`config.mk`:
```
export PLATFORM = sky130hd
export DESIGN_NAME = cluster_dma_arbiter
export DESIGN_NICKNAME = d
export VERILOG_FILES = /design/src/rtl/cluster_dma_arbiter_pkg.sv /design/src/rtl/fifo_v3.sv /design/src/rtl/cluster_dma_arbiter.sv
export SDC_FILE = /design/constraint.sdc
export NUM_CORES = 1
export LEC_CHECK = 0
export CELL_PAD_IN_SITES_DETAIL_PLACEMENT = 0
export CELL_PAD_IN_SITES_GLOBAL_PLACEMENT = 1
export CORE_ASPECT_RATIO = 0.7
export CORE_UTILIZATION = 53
export CTS_CLUSTER_SIZE = 16
export DETAILED_ROUTE_END_ITERATION = 7
export GPL_TIMING_DRIVEN = 0
export PLACE_DENSITY = 0.85
export SETUP_SLACK_MARGIN = 0.3
export SLEW_MARGIN = 10
export SYNTH_ARGS = -nofsm -noshare
export SYNTH_HDL_FRONTEND = slang
export SYNTH_SLANG_ARGS = --single-unit
export TNS_END_PERCENT = 20
```
`constraint.sdc`:
```
create_clock -name clk_i -period 5.8 [get_ports clk_i]
set_input_delay 1.16 -clock clk_i [delete_from_list [all_inputs] [get_ports clk_i]]
set_output_delay 1.16 -clock clk_i [all_outputs]
set_load 0.05 [all_outputs]
```
`src/rtl/cluster_dma_arbiter_pkg.sv`:
```
// Shared types for the cluster DMA arbiter: requester ID, arbiter state, round-robin helper.
// IDs are a fixed width wide enough for any supported requester count.
package cluster_dma_arbiter_pkg;

    localparam int unsigned MAX_NUM_REQ = 16;

    typedef logic [$clog2(MAX_NUM_REQ)-1:0] req_id_t;

    typedef enum logic {
        ST_ARB,
        ST_LOCKED
    } arb_state_e;

    function automatic req_id_t rr_next(input req_id_t id, input int unsigned num_req);
        return (id == req_id_t'(num_req - 1)) ? '0 : id + req_id_t'(1);
    endfunction

endpackage

```
`src/rtl/fifo_v3.sv`:
```
// Generic flop-based FIFO, DEPTH a power of two (>= 2).
// Latency: push visible at data_o the next cycle. Backpressure: push ignored when full, pop ignored when empty.
// Push and pop together move data without changing the count.
module fifo_v3 #(
    parameter int unsigned DEPTH = 16,
    parameter type         dtype = logic
) (
    input  logic                     clk_i,
    input  logic                     rst_i,
    input  logic                     flush_i,
    output logic                     full_o,
    output logic                     empty_o,
    output logic [$clog2(DEPTH):0]   usage_o,
    input  dtype                     data_i,
    input  logic                     push_i,
    output dtype                     data_o,
    input  logic                     pop_i
);
    localparam int unsigned AW = $clog2(DEPTH);
    localparam int unsigned CW = AW + 1;

    logic [AW-1:0] wr_ptr_q, wr_ptr_d, rd_ptr_q, rd_ptr_d;
    logic [CW-1:0] cnt_q, cnt_d;
    dtype          mem_q [DEPTH];
    dtype          mem_d [DEPTH];
    logic          push_ok, pop_ok;

    assign full_o  = (cnt_q == CW'(DEPTH));
    assign empty_o = (cnt_q == '0);
    assign usage_o = cnt_q;
    assign data_o  = mem_q[rd_ptr_q];
    assign push_ok = push_i && !full_o;
    assign pop_ok  = pop_i && !empty_o;

    always_comb begin
        wr_ptr_d = wr_ptr_q;
        rd_ptr_d = rd_ptr_q;
        cnt_d    = cnt_q;
        mem_d    = mem_q;
        if (push_ok) begin
            mem_d[wr_ptr_q] = data_i;
            wr_ptr_d        = wr_ptr_q + AW'(1);
        end
        if (pop_ok) begin
            rd_ptr_d = rd_ptr_q + AW'(1);
        end
        if (push_ok && !pop_ok) begin
            cnt_d = cnt_q + CW'(1);
        end else if (pop_ok && !push_ok) begin
            cnt_d = cnt_q - CW'(1);
        end
        if (flush_i) begin
            wr_ptr_d = '0;
            rd_ptr_d = '0;
            cnt_d    = '0;
        end
    end

    always_ff @(posedge clk_i or posedge rst_i) begin
        if (rst_i) begin
            wr_ptr_q <= '0;
            rd_ptr_q <= '0;
            cnt_q    <= '0;
            mem_q    <= '{default: '0};
        end else begin
            wr_ptr_q <= wr_ptr_d;
            rd_ptr_q <= rd_ptr_d;
            cnt_q    <= cnt_d;
            mem_q    <= mem_d;
        end
    end

endmodule

```
`src/rtl/cluster_dma_arbiter.sv`:
```
// Shares the cluster DMA request port between NUM_REQ requesters, round-robin with lock-in.
// Latency: 0 cycles request->engine and completion->resp_o (combinational paths).
// Backpressure: engine ready passes straight to the granted requester; no grant while the tag FIFO is full.
module cluster_dma_arbiter
    import cluster_dma_arbiter_pkg::*;
#(
    parameter int unsigned NUM_REQ      = 2,
    parameter int unsigned MAX_INFLIGHT = 16,
    parameter type         dma_xfer_t   = logic
) (
    input  logic                              clk_i,
    input  logic                              rst_i,
    input  logic [NUM_REQ-1:0]                req_valid_i,
    output logic [NUM_REQ-1:0]                req_ready_o,
    input  dma_xfer_t [NUM_REQ-1:0]           req_xfer_i,
    output logic                              dma_xfer_valid_o,
    input  logic                              dma_xfer_ready_i,
    output dma_xfer_t                         dma_xfer_o,
    input  logic                              dma_resp_i,
    output logic [NUM_REQ-1:0]                resp_o,
    output logic [$clog2(MAX_INFLIGHT):0]     inflight_o,
    output logic                              idle_o,
    output logic                              err_o
);
    arb_state_e state_q, state_d;
    req_id_t    rr_ptr_q, rr_ptr_d;
    req_id_t    lock_id_q, lock_id_d;
    logic       err_q, err_d;

    req_id_t    pick_id, sel_id, tag_head;
    logic       pick_found, xfer_vld, hs, lock_vld;
    logic       tag_full, tag_empty, tag_pop;

    // First valid requester at or after rr_ptr, else the first valid one below it.
    always_comb begin
        pick_found = 1'b0;
        pick_id    = '0;
        for (int i = 0; i < NUM_REQ; i++) begin
            if (!pick_found && req_valid_i[i] && (req_id_t'(i) >= rr_ptr_q)) begin
                pick_found = 1'b1;
                pick_id    = req_id_t'(i);
            end
        end
        for (int i = 0; i < NUM_REQ; i++) begin
            if (!pick_found && req_valid_i[i]) begin
                pick_found = 1'b1;
                pick_id    = req_id_t'(i);
            end
        end
    end

    always_comb begin
        state_d   = state_q;
        rr_ptr_d  = rr_ptr_q;
        lock_id_d = lock_id_q;
        sel_id    = '0;
        xfer_vld  = 1'b0;
        unique case (state_q)
            ST_ARB: begin
                if (!tag_full && pick_found) begin
                    xfer_vld = 1'b1;
                    sel_id   = pick_id;
                end
            end
            ST_LOCKED: begin
                if (!tag_full) begin
                    xfer_vld = 1'b1;
                end
                sel_id = lock_id_q;
            end
            default: ;
        endcase
        hs = xfer_vld && dma_xfer_ready_i;
        if (hs) begin
            rr_ptr_d = rr_next(sel_id, NUM_REQ);
            state_d  = ST_ARB;
        end else if (xfer_vld) begin
            lock_id_d = sel_id;
            state_d   = ST_LOCKED;
        end
    end

    assign tag_pop = dma_resp_i && !tag_empty;
    assign err_d   = err_q || (dma_resp_i && tag_empty);

    always_comb begin
        dma_xfer_o  = '0;
        req_ready_o = '0;
        resp_o      = '0;
        lock_vld    = 1'b0;
        for (int i = 0; i < NUM_REQ; i++) begin
            if (xfer_vld && (sel_id == req_id_t'(i))) begin
                dma_xfer_o = req_xfer_i[i];
            end
            req_ready_o[i] = hs && (sel_id == req_id_t'(i));
            resp_o[i]      = tag_pop && (tag_head == req_id_t'(i));
            if (lock_id_q == req_id_t'(i)) begin
                lock_vld = req_valid_i[i];
            end
        end
    end

    assign dma_xfer_valid_o = xfer_vld;
    assign err_o            = err_q;
    assign idle_o           = (inflight_o == '0) && (state_q == ST_ARB);

    fifo_v3 #(
        .DEPTH (MAX_INFLIGHT),
        .dtype (req_id_t)
    ) i_tag_fifo (
        .clk_i   (clk_i),
        .rst_i   (rst_i),
        .flush_i (1'b0),
        .full_o  (tag_full),
        .empty_o (tag_empty),
        .usage_o (inflight_o),
        .data_i  (sel_id),
        .push_i  (hs),
        .data_o  (tag_head),
        .pop_i   (tag_pop)
    );

    always_ff @(posedge clk_i or posedge rst_i) begin
        if (rst_i) begin
            state_q   <= ST_ARB;
            rr_ptr_q  <= '0;
            lock_id_q <= '0;
            err_q     <= 1'b0;
        end else begin
            state_q   <= state_d;
            rr_ptr_q  <= rr_ptr_d;
            lock_id_q <= lock_id_d;
            err_q     <= err_d;
        end
    end

    // A locked requester must keep its request up until the engine takes it.
    assert property (@(posedge clk_i) disable iff (rst_i) (state_q == ST_LOCKED) |-> lock_vld)
        else $error("requester dropped valid while locked");

endmodule

```
==> results_dict.tcl, run 1 <==
set metrics [dict create \
    status "completed" \
    preCtsSetupSlack_ps 913 \
    crit_buf_inv 2 \
    io_buffers 20 \
    synthToLayoutAreaGrowth_pct 14.9 \
    synth_compound_area_share_pct 3.53 \
    cts_sinks 87 \
    synthAdderAreaFrac_pct 3.10 \
    num_rows 27 \
    yosys.area_share.simple_pct 12.9 \
    coreArea_um2 7840 \
    synth_fp_nets 352 \
    yosysTopAreaCell "dfrtp_1" \
    grt_pass1_wl_mm 14.5 \
    die_w_um 109 \
    fin_ws_ps 939 \
    min_path_type "reg2reg" \
    io_pins 21 \
    syn_avg_cell_area_um2 12.8 \
    relSlewSlack_pct 54.4 \
    grt_max_degree 67 \
    critPathKind "in2out" \
    crit_required_ps 4640 \
    drtIter0Drc 123 \
    holdWs_ps 483 \
    first_pass_iters 4 \
    syn_inst 334 \
    rsz0062_at_grt "false" \
    diodes 0 \
    die_h_um 77.2 \
    arrival_ps 3700 \
    syn_area_um2 4280 \
    crit_path_end_kind "output pin" \
    fillCellCount 631 \
    synth_top_family_by_area "multiplexers" \
    path_clk_slew_ps 60 \
    path_cells "clkdlybuf4s50_1, a21boi_1, o2111ai_1, a41oi_1, nor2b_1, clkdlybuf4s50_1" \
    leakage_uw 0.00230 \
    async_reset_ff_share_pct 100 \
    powerDensity_nw_per_um2 450 \
    maxCapViolCount 0 \
    fin_skew_ps 6.59 \
    ant_nets 0 \
    ys_types 47 \
    cts_inserted_buffers 9 \
    synthMuxAreaShare_pct 22.7 \
    clk_latency_ps 330 \
    setup_viol 0 \
    hold_viol_final 0 \
    routedWlPerCell_um 18.0 \
    post-route-period-util_pct 83.8 \
    overflow 0 \
    grt_pass1_vias 2735 \
    gp_congestion 0.778 \
    start_kind "primary input" \
    path_common_cell "clkdlybuf4s50_1" \
    start_util_pct 54.7 \
    synth_area_leaders "dfrtp_1 (51%), mux2_2 (12%), mux2_4 (7.0%)" \
    min_period_ps 4860 \
    antenna_found_initial 0 \
    cts_tree "done" \
    finalMaxSlewViolations 0 \
    vias 2590 \
    synth_xor_area_share_pct 2.25 \
    fin_util_pct 62.8 \
    critical_path.slowest_cell "clkdlybuf4s50_1" \
    remaining_drc_errors 0 \
    totalWireLength_mm 8.48 \
    synth-seq-cells 87 \
    max-vdd-ir-drop_uv 296 \
    worst_path_largest_cell_delay_ps 810 \
    dpl.hpwl_mm 5.96 \
    post_cts_resized 0 \
    synthMostInstantiatedCell "dfrtp_1" \
    final_layout_size_suffix_gt1_share_pct 28.2 \
    clock_path_buffers 2 \
    worst_pin_slew_ps 683 \
    crit_family "buffers and inverters" \
    postCtsHoldBufs 0 \
    synth-main-ff-cell "dfrtp_1" \
    via_per_inst 5.51 \
    ys_warn_count 0 \
    fmax_mhz 206 \
    grt_util_all_layers_pct 23.2 \
    synth_commonest_cells "dfrtp_1 (87), mux2_2 (44), mux2_4 (20)" \
    yosysSeqAreaShare_pct 50.8 \
    synth_edf_count 0 \
    postCtsSetupBuffers 0 \
    crit_path_max_fanout 6 \
    netlist.area_leader.share_pct 50.8 \
    clk_root_buffer_cell "clkbuf_16" \
    die-area_um2 8450 \
    cts.htree.levels 3 \
    fin_tns_setup_ps 0 \
    nets 384 \
]
worst reg2reg max path: stages, from the launching register on:
cell	delay [ps]
dfrtp_1	460
nor4_4	500
nand2_4	120
nand3_4	140
inv_4	70
buf_6	140
buf_4	170
ha_1	240
inv_1	120
ha_1	270
nor2b_1	140
o21a_1	170
or3_1	300
a21oi_1	260
xnor2_1	150
flip-flops by register name (all words and copies together) (netlist names):
register,cells
i_tag_fifo.mem_q,64
i_tag_fifo.usage_o,5
i_tag_fifo.rd_ptr_q,4
i_tag_fifo.wr_ptr_q,4
lock_id_q,4
rr_ptr_q,4
err_o,1
state_q,1
where the power goes:
group	internal [uW]	switching, uW	total, uW	leakage [uW]
combinational	368	477	845	0.000996
sequential	714	98.9	813	0.00116
clock	341	214	555	0.000136
total	1420	790	2210	0.00230
through the flow:
step	instances	area (um2)	power, uW
after floorplan	334	4280	1430
after global placement	455	4610	1640
after detailed placement	456	4640	1660
after CTS	470	4920	2230
after global routing	470	4920	2340
final	470	4920	2210
placed cells by master (no fill, tap or decap), types with 2 or more instances in the layout:
cell type and instances:
or3_1 3, buf_1 2, clkbuf_16 9, clkbuf_1 21, buf_6 6, inv_1 10, nor4_1 4, nand2_1 17
or4_1 2, nand4_1 4, inv_4 2, nor4b_1 2, nor2b_1 9, mux2i_1 2, xnor2_1 7, mux2_4 20
mux4_2 7, clkdlybuf4s50_1 20, nor3_1 12, xor2_1 4, mux2_2 44, and2_1 5, or2_2 2, a21oi_1 6
and3_4 5, dfrtp_1 87, nor2_1 4, o21ai_0 9, nand3_1 7, and3_1 7, ha_1 9
worst paths after layout:
| path | start | endpoint | slack [ps] | cells after the start |
|---|---|---|---|---|
| max in group asynchronous | rst_i | i_tag_fifo.mem_q[1] | 4060 | 3 |
| setup reg to reg | i_tag_fifo.usage_o[0] | i_tag_fifo.usage_o[4] | 2490 | 14 |
| hold / removal | lock_id_q[3] | lock_id_q[3] | 480 | 1 |
| hold reg to reg | lock_id_q[3] | lock_id_q[3] | 480 | 1 |
| min in group asynchronous | rst_i | i_tag_fifo.usage_o[0] | 1140 | 2 |
| setup / recovery | dma_resp_i | resp_o[0] | 940 | 6 |
metal layers:
metal  wire, um  vias to the layer above  track usage, %
met5          0                        -               0
met1       4480                     1319            34.7
met2       3640                       27            32.8
met3        317                        7            7.06
met4         50                        0            5.20
li1           -                     1237               -
final cells by class:
class                           count  area [um2]  area share [%]
Sequential cell                    87        2180            44.2
Multi-Input combinational cell    207        1900            38.7
Clock buffer                       13         250            5.09
Timing Repair Buffer               21         228            4.63
Buffer                             28         155            3.15
Tap cell                          101         126            2.57
Inverter                           12        50.0            1.02
Clock inverter                      1        30.0           0.610
cells by family (layout without fill, tap and decap cells):
kind of cell / count (synthesis) / in the layout
multiplexers: 73 / 73
AND/OR/NAND/NOR: 89 / 89
XOR/XNOR: 11 / 11
flip-flops: 87 / 87
buffers and inverters: 40 / 75
adder cells (fa/ha/maj): 10 / 10
AO/OA/AOI/OAI: 24 / 24
Power figures use the tool's default switching activity.
==> run 2: changes to the inputs <==
CORE_UTILIZATION = 50   (was 53)
PLACE_DENSITY = 0.81   (was 0.85)
clock period = 4.7 ns   (was 5.8 ns; I/O delays follow)
==> results_dict.tcl, run 2 (synthesis results as in run 1) <==
set metrics [dict create \
    fin_skew_ps 4.93 \
    dpl.hpwl_mm 6.09 \
    synthToLayoutAreaGrowth_pct 16.5 \
    crit_required_ps 3760 \
    cts.htree.levels 3 \
    most-common-layout-cells "dfrtp_1 (87), mux2_2 (44), mux2_4 (20), clkdlybuf4s50_1 (20), clkbuf_1 (18)" \
    postCtsSetupBuffers 0 \
    drtIter0Drc 154 \
    top_usage_layer "met1" \
    powerDensity_nw_per_um2 574 \
    overflow 0 \
    min_period_ps 4230 \
    diodes 0 \
    routedWlPerCell_um 18.1 \
    num_rows 27 \
    status "completed" \
    multiInputGateArea_um2 1910 \
    crit_path_max_fanout 10 \
    postCtsHoldBufs 0 \
    clk_root_buffer_cell "clkbuf_16" \
    vias 2648 \
    grt_pass1_wl_mm 14.4 \
    antenna_found_initial 0 \
    remaining_drc_errors 0 \
    path_clk_slew_ps 60 \
    first_pass_iters 4 \
    grt_util_all_layers_pct 21.7 \
    cts_tree "done" \
    nets 384 \
    cts_inserted_buffers 9 \
    io_buffers 20 \
    grt_pass1_vias 2609 \
    critPathKind "in2out" \
    arrival_ps 3290 \
    fin_util_pct 61.8 \
    met1_usage_pct 33.9 \
    largest_reg_flops 64 \
    worst_pin_slew_ps 581 \
    die_h_um 79.4 \
    clk_latency_ps 340 \
    cts_sinks 87 \
    clock_path_buffers 2 \
    min_path_type "reg2reg" \
    final_common_cell "dfrtp_1" \
    crit_path_end_kind "output pin" \
    maxCapViolCount 0 \
    fin_tns_setup_ps 0 \
    gp_congestion 0.752 \
    relSlewSlack_pct 61.3 \
    final_layout_size_suffix_gt1_share_pct 29.9 \
    fmax_mhz 236 \
    die-area_um2 8950 \
    grt_max_degree 62 \
    coreArea_um2 8070 \
    post-route-period-util_pct 90.0 \
    rsz0062_at_grt "true" \
    start_util_pct 53.1 \
    max_flop_register "i_tag_fifo.mem_q" \
    start_kind "primary input" \
    die_w_um 113 \
    r2r-start "i_tag_fifo.usage_o[0]" \
    hold_viol_final 0 \
    totalWireLength_mm 8.54 \
    via_per_inst 5.61 \
    io_pins 21 \
    hp-start "err_o" \
    cp-startpoint "req_valid_i[1]" \
    use_met2_pct 29.0 \
    leakage_uw 0.00232 \
    gr-usage-met3_pct 6.91 \
    finalMaxSlewViolations 0 \
    fillCellCount 655 \
    max-vdd-ir-drop_uv 256 \
    seqCellArea_um2 2180 \
    ant_nets 0 \
    setup_viol 0 \
]
run 2: cell count changes in the layout (fill, tap and decap cells not counted), sizes merged:
cell	delta
clkinv	+1
buf	-1
clkinvlp	+3
clkbuf	-3
bufinv	+2
run 2: layout make-up:
class                      count  area share, %
timing repair buffer          21           4.56
inverter                      12           1.00
multi-input combinational    207           38.2
tap                          101           2.53
sequential                    87           43.6
clock buffer                   9           4.51
buffer                        28           3.13
clock inverter                 7           2.43
run 2: critical path, cell delays in order:
cell	delay [ps]
clkdlybuf4s50_1	460
nor2b_1	190
a32o_1	290
clkbuf_1	400
nor2b_1	200
clkdlybuf4s50_1	810
run 2: where the power goes:
group / internal [uW] / switching (uW)
sequential: 880 / 123
combinational: 454 / 587
clock: 520 / 300
total: 1850 / 1010
run 2: layer usage:
metal	up-vias	share of wire (%)
met5	-	0
met4	0	0.60
met3	4	4.9
met2	43	41
met1	1364	54
li1	1237	-
run 2: path summary, 6_finish.rpt:
path                                               to  slack, ps  cells after the start
worst min register to register                  err_o        470                      1
max in group asynchronous        i_tag_fifo.mem_q[53]       3160                      3
worst min-delay path                            err_o        470                      1
worst max register to register  i_tag_fifo.usage_o[4]       1330                     14
worst max-delay path                   req_ready_o[1]        470                      6
min in group asynchronous       i_tag_fifo.usage_o[0]        930                      2
run 2: what timing repair did:
action                                  4_1_cts  5_1_grt
gates cloned                                  0        0
resized for setup                             1        1
endpoints found under the setup margin        1        3
run 2: through the flow:
step                      setup WS [ps]  hold WS [ps]  cells  cell area [um2]  total power [uW]
after floorplan                    1380           450    334             4280              1770
after global placement              170           450    455             4610              2030
after detailed placement            284           459    456             4640              2050
after CTS                           373           477    472             4990              2880
after global routing                260           493    472             4990              3020
final                               471           473    472             4990              2860
==> run 3: changes to the inputs <==
GPL_TIMING_DRIVEN = not set   (was 0)
==> results_dict.tcl, run 3 (synthesis results as in run 1) <==
set metrics [dict create \
    totalWireLength_mm 8.16 \
    seqPwrFrac_pct 39.0 \
    path_common_cell "mux4_2" \
    start_util_pct 53.1 \
    cts_sinks 87 \
    pwr-share-clk_pct 26.2 \
    overflow 0 \
    setup_viol 0 \
    maxCapViolCount 0 \
    critPathKind "reg2out" \
    worstRegToRegCells 12 \
    relSlewSlack_pct 37.4 \
    clock_path_buffers 2 \
    max-vdd-ir-drop_uv 251 \
    most-common-layout-cells "dfrtp_1 (87), mux2_2 (44), mux2_4 (20), clkdlybuf4s50_1 (20), nand2_1 (17)" \
    clk_latency_ps 340 \
    post_cts_resized 0 \
    ant_nets 0 \
    vias 2474 \
    num_rows 27 \
    largest_reg_flops 64 \
    cts_inserted_buffers 9 \
    cp-startpoint "i_tag_fifo.rd_ptr_q[0]" \
    die_h_um 79.4 \
    endpoint "resp_o[0]" \
    cp.depth 4 \
    powerDensity_nw_per_um2 565 \
    fillCellCount 656 \
    rsz0062_at_grt "false" \
    crit_required_ps 3760 \
    grt_pass1_vias 2527 \
    io_buffers 20 \
    reg2reg_slack_ps 1690 \
    antenna_found_initial 0 \
    intPower_uw 1750 \
    diodes 0 \
    p_comb_share_pct 34.8 \
    worst_pin_slew_ps 939 \
    cts.htree.levels 3 \
    crit_buf_inv 1 \
    remaining_drc_errors 0 \
    r2r-end "i_tag_fifo.usage_o[4]" \
    grt_pass1_wl_mm 13.8 \
    hold_viol_final 0 \
    die_w_um 113 \
    seqCellArea_um2 2180 \
    min_path_type "reg2reg" \
    min_period_ps 4170 \
    postCtsSetupBuffers 0 \
    fin_util_pct 59.3 \
    final_common_cell "dfrtp_1" \
    grt_util_all_layers_pct 21.0 \
    path_cells "mux4_2, mux4_2, nor2b_1, clkdlybuf4s50_1" \
    multiInputGateArea_um2 1900 \
    synthToLayoutAreaGrowth_pct 11.7 \
    swShare_pct 35.4 \
    first_pass_iters 4 \
    fin_tns_setup_ps 0 \
    drtIter0Drc 120 \
    power_switching_uw 958 \
    max_flop_register "i_tag_fifo.mem_q" \
    nets 359 \
    grt_max_degree 32 \
    crit_path_end_kind "output pin" \
    critical_path.slowest_cell "dfrtp_1" \
    r2r-start "i_tag_fifo.usage_o[0]" \
    path_clk_slew_ps 60 \
    worst_path_largest_cell_delay_ps 830 \
    finalMaxSlewViolations 0 \
    post-route-period-util_pct 88.6 \
    gp_congestion 0.787 \
    arrival_ps 3230 \
    status "completed" \
    cts_tree "done" \
    via_per_inst 5.55 \
    crit_path_max_fanout 17 \
    die-area_um2 8950 \
    fmax_mhz 240 \
    leakage_uw 0.00224 \
    crit_family "multiplexers" \
    dpl.hpwl_mm 5.58 \
    routedWlPerCell_um 18.3 \
    start_kind "flip-flop" \
    final_layout_size_suffix_gt1_share_pct 29.6 \
    coreArea_um2 8070 \
    clk_root_buffer_cell "clkbuf_16" \
    fin_skew_ps 4.30 \
    postCtsHoldBufs 0 \
    io_pins 21 \
]
==> run 3: cell count changes in the layout (fill, tap and decap cells not counted), moves of 2 or more <==
| cell | previous run | this run |
|---|---|---|
| buf_4 | 1 | 4 |
| buf_6 | 6 | 0 |
| clkinv_2 | 0 | 2 |
| clkinvlp_4 | 3 | 1 |
| bufinv_16 | 3 | 1 |
| clkbuf_1 | 18 | 1 |
| clkbuf_8 | 0 | 2 |
==> run 3: through the flow <==
stage	total power, uW	instance area (um2)	hold slack, ps	std cells	setup WS [ps]
after global placement	1990	4490	453	431	707
final	2700	4790	481	446	534
after detailed placement	2010	4490	464	431	681
after CTS	2740	4790	482	446	483
after global routing	2870	4790	500	446	391
after floorplan	1770	4280	450	334	1380
==> run 3: how the worst min path moves through the flow <==
stage,start,endpoint,slack (ps),depth (start not counted)
finish,err_o,err_o,480,1
global route,err_o,err_o,500,1
CTS,err_o,err_o,480,1
detailed placement,err_o,err_o,460,1
global placement,err_o,err_o,450,1
floorplan,rr_ptr_q[0],rr_ptr_q[0],450,2
==> run 3: final cells by class <==
| cell class | count | area share, % |
|---|---|---|
| flip-flops and latches | 87 | 45.5 |
| multi-input cells | 207 | 39.8 |
| clock inverters | 3 | 0.889 |
| repair buffers | 24 | 4.81 |
| well taps | 101 | 2.64 |
| inverters | 12 | 1.02 |
| clock buffers | 12 | 5.36 |
==> run 3: power by group through the flow <==
stage / Sequential, uW / Combinational (uW) / Clock [uW]
after floorplan: 1070 / 696 / 0
after global placement: 1070 / 924 / 0
after detailed placement: 1070 / 943 / 0
after CTS: 1060 / 948 / 734
after global routing: 1080 / 1030 / 762
final: 1050 / 940 / 709
==> run 3: per-layer routing <==
layer	track usage [%]	up-vias	wire, um
li1	-	1192	-
met1	30.7	1245	4350
met2	30.1	27	3430
met3	6.00	10	294
met4	6.40	0	93
met5	0	-	0
==> run 3: worst reg2reg max path, delay by kind of cell, from the launching register on <==
family	cells	cell delay, ps
buffers and inverters	2	250
xor gates and xnor gates	1	150
DFF	1	460
AOI/OAI and AO/OA	2	360
and+or+nand+nor	5	1190
adders and majority gates	2	530
